==> config.mk <==
export PLATFORM = sky130hd
export DESIGN_NAME = bram_port_a_arbiter
export DESIGN_NICKNAME = d
export VERILOG_FILES = /design/src/rtl/bram_port_a_arbiter.sv
export SDC_FILE = /design/constraint.sdc
export NUM_CORES = 1
export LEC_CHECK = 0
export ABC_CLOCK_PERIOD_IN_PS = 4000
export BUFFER_PORTS_ARGS = -buffer_cell sky130_fd_sc_hd__buf_4
export CORE_AREA = 2 2 105 107
export DETAILED_ROUTE_END_ITERATION = 8
export DIE_AREA = 0 0 107 109
export GPL_ROUTABILITY_DRIVEN = 0
export PLACE_DENSITY_LB_ADDON = 0.05
export SLEW_MARGIN = 20
export SYNTH_ARGS = -nofsm -noshare
export SYNTH_HDL_FRONTEND = slang
export SYNTH_SLANG_ARGS = --single-unit
==> constraint.sdc <==
create_clock -name clka -period 4 [get_ports clka]
set_input_delay 0.8 -clock clka [delete_from_list [all_inputs] [get_ports clka]]
set_output_delay 0.8 -clock clka [all_outputs]
set_load 0.03 [all_outputs]
==> src/rtl/bram_port_a_arbiter.sv <==
// bram_port_a_arbiter
// Shares port A of a byte-write, write-first true-dual-port RAM between two
// requesters (R0, R1). Round-robin arbitration with a bounded burst lock;
// read responses are routed back to the issuing requester after the RAM's
// 2-cycle registered read latency. Port B of the RAM is not touched.
// Optional build macro: BRAM_ARB_PERF_CNT_EN adds saturating grant/conflict
// counters (perf_grant0_o, perf_grant1_o, perf_conflict_o).
module bram_port_a_arbiter #(
  parameter int NB_COL    = 4,
  parameter int COL_WIDTH = 9,
  parameter int ADDR_W    = 10,
  parameter int MAX_LOCK  = 8
) (
  input  logic                          clka,
  input  logic                          rstb,
  // requester 0
  input  logic                          r0_valid_i,
  output logic                          r0_ready_o,
  input  logic                          r0_lock_i,
  input  logic [NB_COL-1:0]             r0_we_i,
  input  logic [ADDR_W-1:0]             r0_addr_i,
  input  logic [NB_COL*COL_WIDTH-1:0]   r0_wdata_i,
  output logic                          r0_rvalid_o,
  output logic [NB_COL*COL_WIDTH-1:0]   r0_rdata_o,
  // requester 1
  input  logic                          r1_valid_i,
  output logic                          r1_ready_o,
  input  logic                          r1_lock_i,
  input  logic [NB_COL-1:0]             r1_we_i,
  input  logic [ADDR_W-1:0]             r1_addr_i,
  input  logic [NB_COL*COL_WIDTH-1:0]   r1_wdata_i,
  output logic                          r1_rvalid_o,
  output logic [NB_COL*COL_WIDTH-1:0]   r1_rdata_o,
  // RAM port A
  output logic                          ram_ena_o,
  output logic [NB_COL-1:0]             ram_wea_o,
  output logic [ADDR_W-1:0]             ram_addra_o,
  output logic [NB_COL*COL_WIDTH-1:0]   ram_dina_o,
  output logic                          ram_regcea_o,
  output logic                          ram_rsta_o,
  input  logic [NB_COL*COL_WIDTH-1:0]   ram_douta_i
`ifdef BRAM_ARB_PERF_CNT_EN
  ,
  output logic [31:0]                   perf_grant0_o,
  output logic [31:0]                   perf_grant1_o,
  output logic [31:0]                   perf_conflict_o
`endif
);

  localparam int DW = NB_COL * COL_WIDTH;
  // Wide enough to hold MAX_LOCK-1 even when MAX_LOCK is 1.
  localparam int CW = $clog2(MAX_LOCK + 1);
  localparam logic [CW-1:0] LOCK_LAST = CW'(MAX_LOCK - 1);

  typedef enum logic [1:0] {
    ARB   = 2'd0,
    LOCK0 = 2'd1,
    LOCK1 = 2'd2
  } state_e;

  state_e        state_q, state_d;
  logic          rr_last_q, rr_last_d;   // last granted requester
  logic [CW-1:0] lock_cnt_q, lock_cnt_d;

  logic gnt0, gnt1;
  logic rd_issue;

  // Read tracking: stage [0] captured at the issue edge, stage [1] lines up
  // with the RAM output register; tag 1 means the read belongs to R1.
  logic [1:0] vld_pipe_q;
  logic [1:0] tag_pipe_q;

  // ---------------------------------------------------------------------
  // FSM state register
  always_ff @(posedge clka) begin
    if (rstb) begin
      state_q    <= ARB;
      rr_last_q  <= 1'b1;
      lock_cnt_q <= '0;
    end else begin
      state_q    <= state_d;
      rr_last_q  <= rr_last_d;
      lock_cnt_q <= lock_cnt_d;
    end
  end

  // Next state: round-robin pointer follows every grant, lock bookkeeping
  always_comb begin
    state_d    = state_q;
    rr_last_d  = rr_last_q;
    lock_cnt_d = lock_cnt_q;
    if (gnt0)      rr_last_d = 1'b0;
    else if (gnt1) rr_last_d = 1'b1;
    unique case (state_q)
      ARB: begin
        if (MAX_LOCK > 1) begin
          if (gnt0 && r0_lock_i) begin
            state_d    = LOCK0;
            lock_cnt_d = CW'(1);
          end else if (gnt1 && r1_lock_i) begin
            state_d    = LOCK1;
            lock_cnt_d = CW'(1);
          end
        end
      end
      LOCK0: begin
        // leave on idle, on an unlocked grant, or when the burst budget runs out
        if (!gnt0 || !r0_lock_i || lock_cnt_q >= LOCK_LAST) begin
          state_d    = ARB;
          lock_cnt_d = '0;
        end else begin
          lock_cnt_d = lock_cnt_q + CW'(1);
        end
      end
      LOCK1: begin
        if (!gnt1 || !r1_lock_i || lock_cnt_q >= LOCK_LAST) begin
          state_d    = ARB;
          lock_cnt_d = '0;
        end else begin
          lock_cnt_d = lock_cnt_q + CW'(1);
        end
      end
      default: begin
        state_d    = ARB;
        lock_cnt_d = '0;
      end
    endcase
  end

  // Grant decode: combinational from state and valids, never during reset
  always_comb begin
    gnt0 = 1'b0;
    gnt1 = 1'b0;
    if (!rstb) begin
      unique case (state_q)
        ARB: begin
          if (r0_valid_i && r1_valid_i) begin
            gnt0 = rr_last_q;
            gnt1 = ~rr_last_q;
          end else begin
            gnt0 = r0_valid_i;
            gnt1 = r1_valid_i;
          end
        end
        LOCK0:   gnt0 = r0_valid_i;
        LOCK1:   gnt1 = r1_valid_i;
        default: ;
      endcase
    end
  end

  assign r0_ready_o = gnt0;
  assign r1_ready_o = gnt1;

  // ---------------------------------------------------------------------
  // RAM port A drive: granted requester's fields, zero when idle
  always_comb begin
    ram_wea_o   = '0;
    ram_addra_o = '0;
    ram_dina_o  = '0;
    if (gnt0) begin
      ram_wea_o   = r0_we_i;
      ram_addra_o = r0_addr_i;
      ram_dina_o  = r0_wdata_i;
    end else if (gnt1) begin
      ram_wea_o   = r1_we_i;
      ram_addra_o = r1_addr_i;
      ram_dina_o  = r1_wdata_i;
    end
  end

  assign ram_ena_o    = gnt0 | gnt1;
  assign ram_regcea_o = 1'b1;
  assign ram_rsta_o   = rstb;

  // A transfer with no byte enables is a read.
  assign rd_issue = ram_ena_o & ~(|ram_wea_o);

  // Read valid/tag pipeline; reset drops anything in flight
  always_ff @(posedge clka) begin
    if (rstb) begin
      vld_pipe_q <= '0;
      tag_pipe_q <= '0;
    end else begin
      vld_pipe_q <= {vld_pipe_q[0], rd_issue};
      tag_pipe_q <= {tag_pipe_q[0], gnt1};
    end
  end

  // Response routing; write-first data on douta never raises rvalid
  always_comb begin
    r0_rvalid_o = vld_pipe_q[1] & ~tag_pipe_q[1] & ~rstb;
    r1_rvalid_o = vld_pipe_q[1] &  tag_pipe_q[1] & ~rstb;
  end

  assign r0_rdata_o = ram_douta_i[DW-1:0];
  assign r1_rdata_o = ram_douta_i[DW-1:0];

`ifdef BRAM_ARB_PERF_CNT_EN
  // ---------------------------------------------------------------------
  logic conflict;
  assign conflict = (r0_valid_i & ~gnt0) | (r1_valid_i & ~gnt1);

  // Saturating performance counters
  always_ff @(posedge clka) begin
    if (rstb) begin
      perf_grant0_o   <= '0;
      perf_grant1_o   <= '0;
      perf_conflict_o <= '0;
    end else begin
      if (gnt0 && perf_grant0_o != 32'hFFFF_FFFF)
        perf_grant0_o <= perf_grant0_o + 32'd1;
      if (gnt1 && perf_grant1_o != 32'hFFFF_FFFF)
        perf_grant1_o <= perf_grant1_o + 32'd1;
      if (conflict && perf_conflict_o != 32'hFFFF_FFFF)
        perf_conflict_o <= perf_conflict_o + 32'd1;
    end
  end
`endif

endmodule
Yosys cells after proc, flatten, opt, wreduce, memory -nomap -nowiden:

Index checks and enable logic that the tools add are counted.
Widths: inputs -> output; s select.

* input bits: 142
* register bits: 11
* word-level logic and storage cells: 61

* magnitude comparators: 1
* add/subtract/negate cells: 1
* eq/ne operators: 5
* reductions and logical operators: 15
* bitwise gates (word level): 10
* muxes and demuxes: 24

Operators by type and width (number)
* $mux 36: 2
* $mux 4: 6
* $mux 10: 2
* $pmux 4 s3: 1
* $mux 2: 4
* $mux 1: 6
* $pmux 2 s3: 1
* $and 1x1->1: 5
* $add 4x1->4 const B: 1
* $ge 4x3->1 const B: 1
* $logic_not 1->1: 4
* $logic_or 1x1->1: 4
* $ne 2x2->1 const B: 2
* $not 1->1: 4
* $pmux 1 s2: 2
* $reduce_or 4->1: 1
* $logic_and 1x1->1: 3
* $ne 3x3->1 const B: 1
* $reduce_and 3->1: 1
* $eq 2x1->1 const B: 1
* $eq 2x2->1 const B: 1
* $logic_not 2->1: 1
* $reduce_bool 2->1: 1
* $or 1x1->1: 1

Depth between registers and ports, before layout:

Gate-level depths: netlist (run 1).

* word-level depth: 9
* depth in mapped cells: 7
* gate-level depth less buffers: 4

Worst setup path after synthesis (run 1):

No wires, ideal clock.

* path kind: input -> output
* start: input rstb
* end: output ram_addra_o[0]
* path buffers: 2
* stages on the path: 5
* data required time: 3.200 ns
* path slack: 0.977 ns
* arrival: 2.223 ns
* cell sequence: nor3b_2 o21a_1 buf_2 clkbuf_1 a22o_1

* longest elaborated chain between the ends: 3
* elaborated cells on any way between the ends: 4
* classes of those cells: 4 x mux

RTL lines
* start, declared: line 15 `input logic rstb,`
* $mux 1: line 134 `if (!rstb) begin`
* via r1_ready_o: line 27 `output logic r1_ready_o,`
* $mux 10: line 165 `end else if (gnt1) begin`
* $mux 10: line 161 `if (gnt0) begin`
* end, declared: line 37 `output logic [ADDR_W-1:0] ram_addra_o,`

The timed path passes the listed nets, and every way through them passes these cells.

Final worst setup path (run 1):

* start: input rstb
* end: output ram_dina_o[2]

* longest elaborated chain between the ends: 3
* elaborated cells on any way between the ends: 4
* classes of those cells: 4 x mux

RTL lines
* $mux 1: line 134
* $mux 36: line 165
* $mux 36 (*): line 161
* end, declared: line 38 `output logic [NB_COL*COL_WIDTH-1:0] ram_dina_o,`

Every way passes the cells marked *; elsewhere a longest branch is shown, timed or not.

==> impl_results.rst, run 1 <==
.. list-table::
   :header-rows: 1

   * - Metric
     - Value
   * - Layout Utilization
     - between 20% and 30%
   * - Number of buffers on the longest clock path
     - 2
   * - Setup violation total in the final timing report
     - 0
   * - Starting Density
     - between 10% and 20%
   * - Setup repair after global routing missed its margin
     - false
   * - Kind of path behind the tightest hold check
     - flop to flop
   * - Placed cell count
     - between 400 and 500
   * - Fraction of synthesized cell area taken by the top area cell type
     - around a third
   * - Placed wire-length estimate after detailed placement
     - roughly 6200 um
   * - Least-Margin Pin Slew
     - 644 ps
   * - Worst skew pair latency
     - roughly 240 ps
   * - Synth Net Count
     - 340
   * - Post-Synthesis Cells
     - between 150 and 200
   * - Share of layout cells above drive strength 1
     - just over 60%
   * - Clock period minus final worst setup slack
     - approximately 3200 ps
   * - Number of buffers created by CTS
     - 3
   * - Post-synthesis area per instance
     - 8.22 sq um
   * - Main synth FF type
     - dfxtp_1
   * - Power density relative to cell area
     - roughly 230 nW/um^2
   * - Placement Setup Slack
     - 733 ps
   * - Result of the run
     - complete, no violations
   * - Number of design rule violations left after detail routing
     - 0
   * - Launch point of the worst hold path
     - tag_pipe_q[0]$_SDFF_PP0_
   * - Reg2Reg Setup Slack
     - 2030 ps
   * - Diodes inserted
     - 0
   * - Crit path DAT
     - between 2000 and 2500 ps
   * - Syn Std Cell Area
     - roughly 1600 sq um
   * - Part of the power in registers
     - between 20% and 30%
   * - # clock sinks
     - 11
   * - Post-route clock period utilization
     - 80.1%
   * - Number of buffer cells added on primary ports
     - 161
   * - FF+latch count, synth
     - 11
   * - Worst-path maximum fanout
     - 25
   * - Hold-critical path endpoint
     - tag_pipe_q[1]$_SDFF_PP0_
   * - Number of cells on the worst hold path
     - 1
   * - Vias per inst
     - 4.09
   * - Hold Buf Count CTS
     - 0
   * - Area delta synth->final
     - 52.6%
   * - IR Drop Worst-Case VDD
     - roughly 63 uV
   * - Terminus of the critical flop-to-flop path
     - vld_pipe_q[0]$_SDFF_PP0_
   * - Maximum number of pins on one net before global-route repair
     - 36
   * - Clock tree from TritonCTS
     - yes
   * - Core Box Area
     - ~11000 sq um
   * - Crit Reg-Reg Startpoint
     - state_q[0]$_SDFFE_PP0P_
   * - Switching fraction of total power
     - 38.4%
   * - Count of instances resized after the clock tree is built
     - 0
   * - Number of DRC markers after the initial detailed-route iteration
     - 48
   * - Largest area contributor in the synthesized netlist
     - buf_4
   * - Max-cap violations
     - 0
   * - Total setup buffers inserted after CTS
     - 0
   * - Via count of the first global-routing pass
     - approximately 1700
   * - Worst-path clk slew
     - ~50 ps
   * - Pre-antenna DRT Iters
     - 4
   * - Top-level port count
     - roughly 270
   * - Leakage power of the design
     - ~1.3 nW
   * - Clock Power Share
     - approximately 20%
   * - Die X-Extent
     - between 100 and 150 um
   * - Sort of element at the start of the critical path
     - input port
   * - CTS H-tree depth
     - 1
   * - Clock Skew
     - roughly 4.3 ps
   * - Worst setup path class
     - input port to primary output
   * - Internal cell power
     - 0.343 mW
   * - First-pass GRT wire length
     - slightly below 10000 um
   * - Routed wire length
     - around 7200 um
   * - Area of the die
     - approximately 12000 sq um
   * - Wire per inst
     - between 15 and 20 um
   * - Post-synth EDFFs
     - 0
   * - Final count of hold timing violations
     - 0
   * - Combinational group share of total power
     - 58.1%
   * - Initial antenna violation count
     - 0
   * - Maximum clock frequency
     - 0.312 GHz
   * - Max Slew Vio Count
     - 0
   * - Synth cell types
     - 34
   * - Height of the die
     - approximately 110 um
   * - Asr flop ratio synth
     - 0%
   * - Via count
     - ~1700
   * - Setup slack after layout
     - between 700 and 800 ps
   * - Aggregate negative setup slack
     - 0 ps
   * - Overall track demand over capacity in global routing
     - 11.1%
   * - Main area contributors after synthesis
     - buf_4, a22o_1, dfxtp_1
   * - Site Rows
     - 38
   * - Net count, final
     - about 420
   * - Antenna viol nets, final
     - 0
   * - Net switching power
     - 0.214 mW
   * - Crit path required time
     - 3200 ps
   * - Share of synthesized area occupied by flip-flops and latches
     - between 10% and 20%
   * - Post-route non-filler standard cell count
     - around 420
   * - Worst reg-to-reg path cell count
     - 5
   * - Normalized max-slew margin
     - a little under three fifths
   * - Root Driver
     - clkbuf_8
   * - Tightest hold margin
     - ~450 ps
   * - Grt total ovfl
     - 0
   * - Element type at the critical path end
     - primary output
   * - Synthesis Warnings
     - 0
final cells by class:
| type | count | area [sq um] |
|---|---|---|
| clock buffer | 4 | 45.0 |
| fill | 1205 | 8130 |
| multi-input combinational | 94 | 763 |
| tap | 140 | 175 |
| sequential | 11 | 220 |
| inverter | 4 | 15.0 |
| timing repair buffer | 165 | 1250 |
metrics by stage:
step / total power [mW] / instance area (sq um)
after floorplan: 0.421 / 1620
after global placement: 0.452 / 2420
after detailed placement: 0.452 / 2420
after CTS: 0.568 / 2470
after global routing: 0.589 / 2470
final: 0.557 / 2470
cells in the final DEF (no fill, tap or decap):
master	synthesis	layout
o2bb2ai_1	1	1
a311o_1	1	1
dfxtp_1	11	11
nand3b_1	1	1
a21o_1	2	2
o21a_1	2	1
a221o_1	1	1
o21a_2	0	1
a211o_1	2	2
and3b_1	1	1
conb_1	1	1
buf_4	74	164
clkbuf_8	0	3
a32oi_1	2	2
o21ai_0	1	1
o211ai_1	1	1
a22o_1	50	50
buf_12	0	1
a211oi_2	1	1
a21oi_1	6	6
or3b_1	1	1
nand2b_1	3	3
nor3b_2	1	2
nor2_1	1	1
clkbuf_1	9	1
and3_1	1	1
nor4bb_1	1	1
nor4_2	1	1
nor2b_1	3	3
nor3b_1	2	1
o211a_1	1	1
inv_1	4	4
ha_1	1	1
nand3_1	2	2
nand2_1	3	3
cell usage after synthesis (2+ instances only):
cell and count:
nand2_1 3, buf_4 74, a21oi_1 6, nand2b_1 3
inv_1 4, nor2b_1 3, clkbuf_1 9, nand3_1 2
a22o_1 50, buf_6 2, a32oi_1 2, a21o_1 2
dfxtp_1 11, a211o_1 2, o21a_1 2, nor3b_1 2
buf_2 3
worst max path at each step:
stage               from             end  slack [ps]
global placement    rstb  ram_dina_o[10]         780
floorplan           rstb  ram_addra_o[0]         980
CTS                 rstb  ram_dina_o[10]         730
global route        rstb   ram_dina_o[4]         640
finish              rstb   ram_dina_o[2]         800
detailed placement  rstb  ram_dina_o[10]         730
power groups by stage:
stage	Clock, mW	Sequential (mW)	Combinational, mW
2_1_floorplan	0	0.120	0.300
3_3_place_gp	0	0.123	0.329
3_5_place_dp	0	0.123	0.330
4_1_cts	0.118	0.121	0.330
5_1_grt	0.123	0.121	0.345
6_report	0.113	0.121	0.323
state kept, by name, indices dropped and copies added (netlist names):
name	flops
state_q	2
rr_last_q	1
tag_pipe_q	2
lock_cnt_q	4
vld_pipe_q	2
kinds of logic after synthesis:
family                   share of synthesized area [%]
buffers and inverters                             39.6
AO/OA/AOI/OAI                                     36.9
AND/OR/NAND/NOR                                   8.89
flip-flops                                        13.6
adder cells (fa/ha/maj)                          0.773
other                                            0.232
layer usage:
metal | wire length (um) | track usage [%] | share of wire, % | up-vias
li1 | - | - | - | 813
met1 | 2330 | 11.5 | 32 | 772
met2 | 4250 | 21.8 | 59 | 122
met3 | 619 | 3.35 | 8.5 | 4
met4 | 44 | 2.41 | 0.61 | 0
met5 | 0 | 0 | 0 | -
worst max-delay path, stage by stage:
cell,delay [ps]
buf_4,170
nor3b_2,310
o21a_2,540
buf_12,240
a22o_1,160
buf_4,170
Note: power is estimated with default switching activity, not from simulation.
==> run 2: changes to the inputs <==
- ABC_CLOCK_PERIOD_IN_PS: 4000 -> 3300
- CORE_AREA: 2 2 105 107 -> 2 2 106 108
- DIE_AREA: 0 0 107 109 -> 0 0 108 110
- clock period: 4 -> 3.3 ns (I/O delays scaled with it)
==> impl_results.rst, run 2 (same netlist as run 1, synthesis figures left out) <==
.. list-table::
   :header-rows: 1

   * - Metric
     - Value
   * - Result of the run
     - complete, no violations (unchanged)
   * - Total setup buffers inserted after CTS
     - 0 (unchanged)
   * - Max Slew Vio Count
     - 0 (unchanged)
   * - Number of buffers on the longest clock path
     - 2 (unchanged)
   * - Commonest cells after routing, fill and taps aside
     - buf_4, a22o_1, dfxtp_1 (unchanged)
   * - Top-level port count
     - 271 (unchanged)
   * - Height of the die
     - 110 um (was 109 um)
   * - Crit path DAT
     - 2080 ps (was 2400 ps)
   * - Hold-critical path endpoint
     - tag_pipe_q[1]$_SDFF_PP0_ (unchanged)
   * - Kind of path behind the tightest hold check
     - flop to flop (unchanged)
   * - Setup repair after global routing missed its margin
     - false (unchanged)
   * - Maximum number of pins on one net before global-route repair
     - 40 (was 36)
   * - Wire per inst
     - 17.7 um (was 17.3 um)
   * - Overall power of the completed layout
     - 0.678 mW (was 0.557 mW)
   * - Vias per inst
     - 4.06 (was 4.09)
   * - Reg2Reg Setup Slack
     - 1320 ps (was 2030 ps)
   * - Crit Reg-Reg Startpoint
     - state_q[0]$_SDFFE_PP0P_ (unchanged)
   * - Worst setup path class
     - input port to primary output (unchanged)
   * - Clock tree from TritonCTS
     - yes (unchanged)
   * - Normalized max-slew margin
     - 59.7% (was 56.5%)
   * - CTS H-tree depth
     - 1 (unchanged)
   * - Overall track demand over capacity in global routing
     - 11.1% (about the same)
   * - Antenna viol nets, final
     - 0 (unchanged)
   * - Element type at the critical path end
     - primary output (unchanged)
   * - Final count of hold timing violations
     - 0 (unchanged)
   * - Area delta synth->final
     - 52.6% (unchanged)
   * - Worst skew pair latency
     - 240 ps (about the same)
   * - Clock Skew
     - 8.16 ps (was 4.25 ps)
   * - Root Driver
     - clkbuf_8 (unchanged)
   * - Initial antenna violation count
     - 0 (unchanged)
   * - Hold Buf Count CTS
     - 0 (unchanged)
   * - Pre-antenna DRT Iters
     - 4 (unchanged)
   * - Routed wire length
     - 7390 um (was 7250 um)
   * - Share of layout cells above drive strength 1
     - 62.2% (unchanged)
   * - Sort of element at the start of the critical path
     - input port (unchanged)
   * - Worst-path clk slew
     - 50 ps (about the same)
   * - First-pass GRT wire length
     - 9890 um (was 9870 um)
   * - Terminus of the critical flop-to-flop path
     - vld_pipe_q[0]$_SDFF_PP0_ (unchanged)
   * - # clock sinks
     - 11 (unchanged)
   * - Count of instances resized after the clock tree is built
     - 0 (unchanged)
   * - Most common cell after layout, fill and taps aside
     - buf_4 (unchanged)
   * - Via count
     - 1698 (was 1711)
   * - Core Box Area
     - 10700 sq um (was 10600 sq um)
   * - Grt total ovfl
     - 0 (unchanged)
   * - IR Drop Worst-Case VDD
     - 69.8 uV (was 63.3 uV)
   * - Aggregate negative setup slack
     - 0 ps (unchanged)
   * - Number of buffer cells added on primary ports
     - 161 (unchanged)
   * - Crit path required time
     - 2640 ps (was 3200 ps)
   * - Number of cells on the worst hold path
     - 1 (unchanged)
   * - Post-route clock period utilization
     - just over 80%
   * - Least-Margin Pin Slew
     - 596 ps (was 644 ps)
   * - Maximum clock frequency
     - 0.365 GHz
   * - Leakage power of the design
     - 1.26 nW (unchanged)
   * - Top register by number of flip-flops
     - lock_cnt_q (unchanged)
   * - Tightest hold margin
     - 430 ps (was 446 ps)
   * - Worst reg-to-reg path cell count
     - 5 (unchanged)
   * - Max-cap violations
     - 0 (unchanged)
   * - Number of design rule violations left after detail routing
     - 0 (unchanged)
   * - Setup violation total in the final timing report
     - 0 (unchanged)
   * - Die X-Extent
     - 108 um (was 107 um)
   * - Worst-path maximum fanout
     - 38 (was 25)
   * - Via count of the first global-routing pass
     - 1741 (was 1698)
   * - Diodes inserted
     - 0 (unchanged)
   * - Net count, final
     - 422 (unchanged)
   * - Site Rows
     - 38 (unchanged)
   * - Number of DRC markers after the initial detailed-route iteration
     - 23 (was 48)
   * - Largest register FFs
     - 4 (unchanged)
   * - Area of the die
     - 11900 sq um (was 11700 sq um)
   * - Power density relative to cell area
     - 275 nW/um^2 (was 225 nW/um^2)
   * - Number of buffers created by CTS
     - 3 (unchanged)
   * - Starting Density
     - 15.1% (was 15.3%)
   * - Placed wire-length estimate after detailed placement
     - 6220 um (was 6170 um)
   * - Clock period minus final worst setup slack
     - approximately 2700 ps
   * - Launch point of the worst hold path
     - tag_pipe_q[0]$_SDFF_PP0_ (unchanged)
-- run 2: cell counts in the layout (fill, tap and decap cells not counted) --
Identical to the previous run, type by type.
-- run 2: layout make-up --
type                            instances  area [sq um]
Timing Repair Buffer                  165          1250
Fill cell                            1206          8230
Tap cell                              140           175
Multi-Input combinational cell         94           763
Sequential cell                        11           220
Inverter                                4          15.0
Clock buffer                            4          45.0
-- run 2: critical path, cell delays in order --
cell and delay, ps:
buf_4 90, or3b_1 360, nor3b_2 170, buf_4 260, a22o_1 330, buf_4 190
-- run 2: metrics by stage --
stage	util, %	setup slack, ps	cells	area (sq um)
2_1_floorplan	-	557	197	1620
3_3_place_gp	22.7	541	414	2420
3_5_place_dp	22.7	543	414	2420
4_1_cts	23.1	542	418	2470
5_1_grt	23.1	450	418	2470
6_report	23.1	560	418	2470
-- run 2: worst max path at each step --
stage	start	to	slack, ps
after floorplan	rstb	ram_addra_o[0]	560
after global placement	r1_valid_i	ram_dina_o[8]	540
after detailed placement	r1_valid_i	ram_dina_o[8]	540
after CTS	r1_valid_i	ram_dina_o[8]	540
after global routing	state_q[0]$_SDFFE_PP0P_	ram_dina_o[14]	450
final	r1_valid_i	ram_dina_o[8]	560
-- run 2: power by group --
group	switching (mW)	leakage, nW	total, mW	internal (mW)
registers	0.00560	0.0900	0.146	0.140
clock network	0.0535	0.0228	0.138	0.0850
logic	0.203	1.15	0.394	0.191
total	0.262	1.26	0.678	0.416
-- run 2: routing by layer --
layer  up-vias  global-route usage [%]  routed length (um)  share of wire (%)
li1        811                       -                   -                  -
met2       108                    19.9                3900                 53
met1       767                    12.0                2610                 35
met5         -                       0                   0                  0
met4         0                    4.40                 146                2.0
met3        12                    3.88                 731                9.9
==> run 3: changes to the inputs <==
- ABC_CLOCK_PERIOD_IN_PS: 3300 -> 2650
- clock period: 3.3 -> 2.65 ns (I/O delays scaled with it)
==> impl_results.rst, run 3 (same netlist as run 1, synthesis figures left out) <==
.. list-table::
   :header-rows: 1

   * - Metric
     - Value
   * - Diodes inserted
     - 0 (unchanged)
   * - Crit path DAT
     - 1970 ps (was 2080 ps)
   * - Antenna viol nets, final
     - 0 (unchanged)
   * - Cell at the slowest stage of the critical path
     - or3b_1 (unchanged)
   * - Die X-Extent
     - 108 um (unchanged)
   * - Maximum number of pins on one net before global-route repair
     - 55 (was 40)
   * - Number of DRC markers after the initial detailed-route iteration
     - 51 (was 23)
   * - Normalized max-slew margin
     - 66.7% (was 59.7%)
   * - Via count
     - 1726 (was 1698)
   * - Worst setup path class
     - flop to primary output (was input port to primary output)
   * - Number of buffer cells added on primary ports
     - 161 (unchanged)
   * - Total setup buffers inserted after CTS
     - 0 (unchanged)
   * - Top-level port count
     - 271 (unchanged)
   * - Count of instances resized after the clock tree is built
     - 0 (unchanged)
   * - Max Slew Vio Count
     - 0 (unchanged)
   * - First-pass GRT wire length
     - 10000 um (was 9890 um)
   * - Number of design rule violations left after detail routing
     - 0 (unchanged)
   * - Clock period minus final worst setup slack
     - roughly 2500 ps
   * - Number of cells on the worst hold path
     - 1 (unchanged)
   * - Leakage power of the design
     - 1.28 nW (was 1.26 nW)
   * - Final count of hold timing violations
     - 0 (unchanged)
   * - Worst-path clk slew
     - 60 ps (was 50 ps)
   * - Terminus of the critical flop-to-flop path
     - vld_pipe_q[0]$_SDFF_PP0_ (unchanged)
   * - Layout Utilization
     - 23.5% (was 23.1%)
   * - Hold Buf Count CTS
     - 0 (unchanged)
   * - Most common cell after layout, fill and taps aside
     - buf_4 (unchanged)
   * - Setup repair after global routing missed its margin
     - false (unchanged)
   * - Via count of the first global-routing pass
     - 1751 (was 1741)
   * - Clock Skew
     - 3.11 ps (was 8.16 ps)
   * - Worst reg-to-reg path cell count
     - 5 (unchanged)
   * - Power density relative to cell area
     - 342 nW/um^2 (was 275 nW/um^2)
   * - Least-Margin Pin Slew
     - 497 ps (was 596 ps)
   * - Grt total ovfl
     - 0 (unchanged)
   * - Element type at the critical path end
     - primary output (unchanged)
   * - Share of layout cells above drive strength 1
     - 62.5% (was 62.2%)
   * - Top register by number of flip-flops
     - lock_cnt_q (unchanged)
   * - Fill cell count
     - 1207 (was 1206)
   * - Placed wire-length estimate after detailed placement
     - 6250 um (was 6220 um)
   * - Tightest hold margin
     - 434 ps (was 430 ps)
   * - Largest register FFs
     - 4 (unchanged)
   * - # clock sinks
     - 11 (unchanged)
   * - Commonest cells after routing, fill and taps aside
     - buf_4, a22o_1, dfxtp_1 (unchanged)
   * - Placement Setup Slack
     - 202 ps (was 543 ps)
   * - WP depth
     - 5 (was 6)
   * - Number of buffers created by CTS
     - 3 (unchanged)
   * - Cells along the critical path
     - or3b_1 > nor3b_2 > buf_12 > a22o_1 > buf_4 (was buf_4 > or3b_1 > nor3b_2 > buf_4 > a22o_1 > buf_4)
   * - Routed wire length
     - 7500 um (was 7390 um)
   * - Max-cap violations
     - 0 (unchanged)
   * - Kind of path behind the tightest hold check
     - flop to flop (unchanged)
   * - Setup slack after layout
     - 151 ps (was 560 ps)
   * - Worst-path maximum fanout
     - 54 (was 38)
   * - Site Rows
     - 38 (unchanged)
   * - Initial antenna violation count
     - 0 (unchanged)
   * - Clock tree from TritonCTS
     - yes (unchanged)
   * - Reg2Reg Setup Slack
     - 700 ps (was 1320 ps)
   * - Root Driver
     - clkbuf_8 (unchanged)
   * - Pre-antenna DRT Iters
     - 4 (unchanged)
   * - Setup violation total in the final timing report
     - 0 (unchanged)
   * - Launch point of the worst hold path
     - vld_pipe_q[0]$_SDFF_PP0_ (was tag_pipe_q[0]$_SDFF_PP0_)
   * - Height of the die
     - 110 um (unchanged)
   * - Starting Density
     - 15.1% (unchanged)
   * - Number of buffers on the longest clock path
     - 2 (unchanged)
   * - Net count, final
     - 424 (was 422)
   * - Vias per inst
     - 4.11 (was 4.06)
   * - Sort of element at the start of the critical path
     - flop (was input port)
   * - Area of the die
     - 11900 sq um (unchanged)
   * - IR Drop Worst-Case VDD
     - 94.1 uV (was 69.8 uV)
   * - Post-route clock period utilization
     - 94.3%
   * - Aggregate negative setup slack
     - 0 ps (unchanged)
   * - Crit path required time
     - 2120 ps (was 2640 ps)
   * - Hold-critical path endpoint
     - vld_pipe_q[1]$_SDFF_PP0_ (was tag_pipe_q[1]$_SDFF_PP0_)
   * - Worst skew pair latency
     - 240 ps (about the same)
   * - Overall track demand over capacity in global routing
     - 11.2% (was 11.1%)
   * - Critical path's top delay family
     - simple AND/OR/NAND/NOR gates (was buffers and inverters)
   * - Core Box Area
     - 10700 sq um (unchanged)
   * - Wire per inst
     - 17.9 um (was 17.7 um)
   * - Result of the run
     - complete, no violations (unchanged)
   * - Maximum clock frequency
     - roughly 0.4 GHz
   * - Area delta synth->final
     - 55.0% (was 52.6%)
   * - Crit Reg-Reg Startpoint
     - state_q[0]$_SDFFE_PP0P_ (unchanged)
   * - CTS H-tree depth
     - 1 (unchanged)
   * - Bufs and invs on worst path
     - 2 (was 3)
   * - Delay of the slowest cell on the worst path
     - 410 ps (was 360 ps)
[run 3: cell count changes in the layout (fill, tap and decap cells not counted)]
cell    change
buf_12      +2
[run 3: area by class of cell]
type	instances	area, sq um	share of cell area (%)
timing repair buffer	167	1290	51.4
multi-input combinational	94	763	30.4
sequential	11	220	8.77
tap	140	175	6.98
clock buffer	4	45.0	1.79
inverter	4	15.0	0.598
[run 3: where the power goes]
| part | leakage (nW) | switching (mW) | internal [mW] |
|---|---|---|---|
| Combinational | 1.16 | 0.257 | 0.244 |
| Clock | 0.0228 | 0.0702 | 0.106 |
| Sequential | 0.0900 | 0.00652 | 0.174 |
[run 3: worst max-delay path by stage]
stage / startpoint / to / slack [ps]
floorplan: rstb / ram_addra_o[0] / 170
finish: state_q[0]$_SDFFE_PP0P_ / ram_dina_o[8] / 150
CTS: state_q[0]$_SDFFE_PP0P_ / ram_dina_o[8] / 110
global placement: r1_valid_i / ram_dina_o[8] / 220
detailed placement: r1_valid_i / ram_dina_o[8] / 200
global route: state_q[0]$_SDFFE_PP0P_ / ram_dina_o[8] / 1
[run 3: per-stage QoR]
stage / cells / power (mW) / area, sq um
finish: 420 / 0.858 / 2510
global route: 420 / 0.901 / 2510
global placement: 416 / 0.695 / 2460
detailed placement: 416 / 0.694 / 2460
floorplan: 197 / 0.635 / 1620
CTS: 420 / 0.872 / 2510
[run 3: worst reg2reg max path, stage by stage, from the launching register on]
cell and delay (ps):
dfxtp_1 400, or3b_1 410, nor3b_2 190, buf_12 180, a221o_1 470, nor4_2 190
[run 3: routing by layer]
metal / GRT usage, % / wire [um]
met4: 4.40 / 143
met1: 12.1 / 2680
met5: 0 / 0
met2: 19.9 / 3940
met3: 4.17 / 739
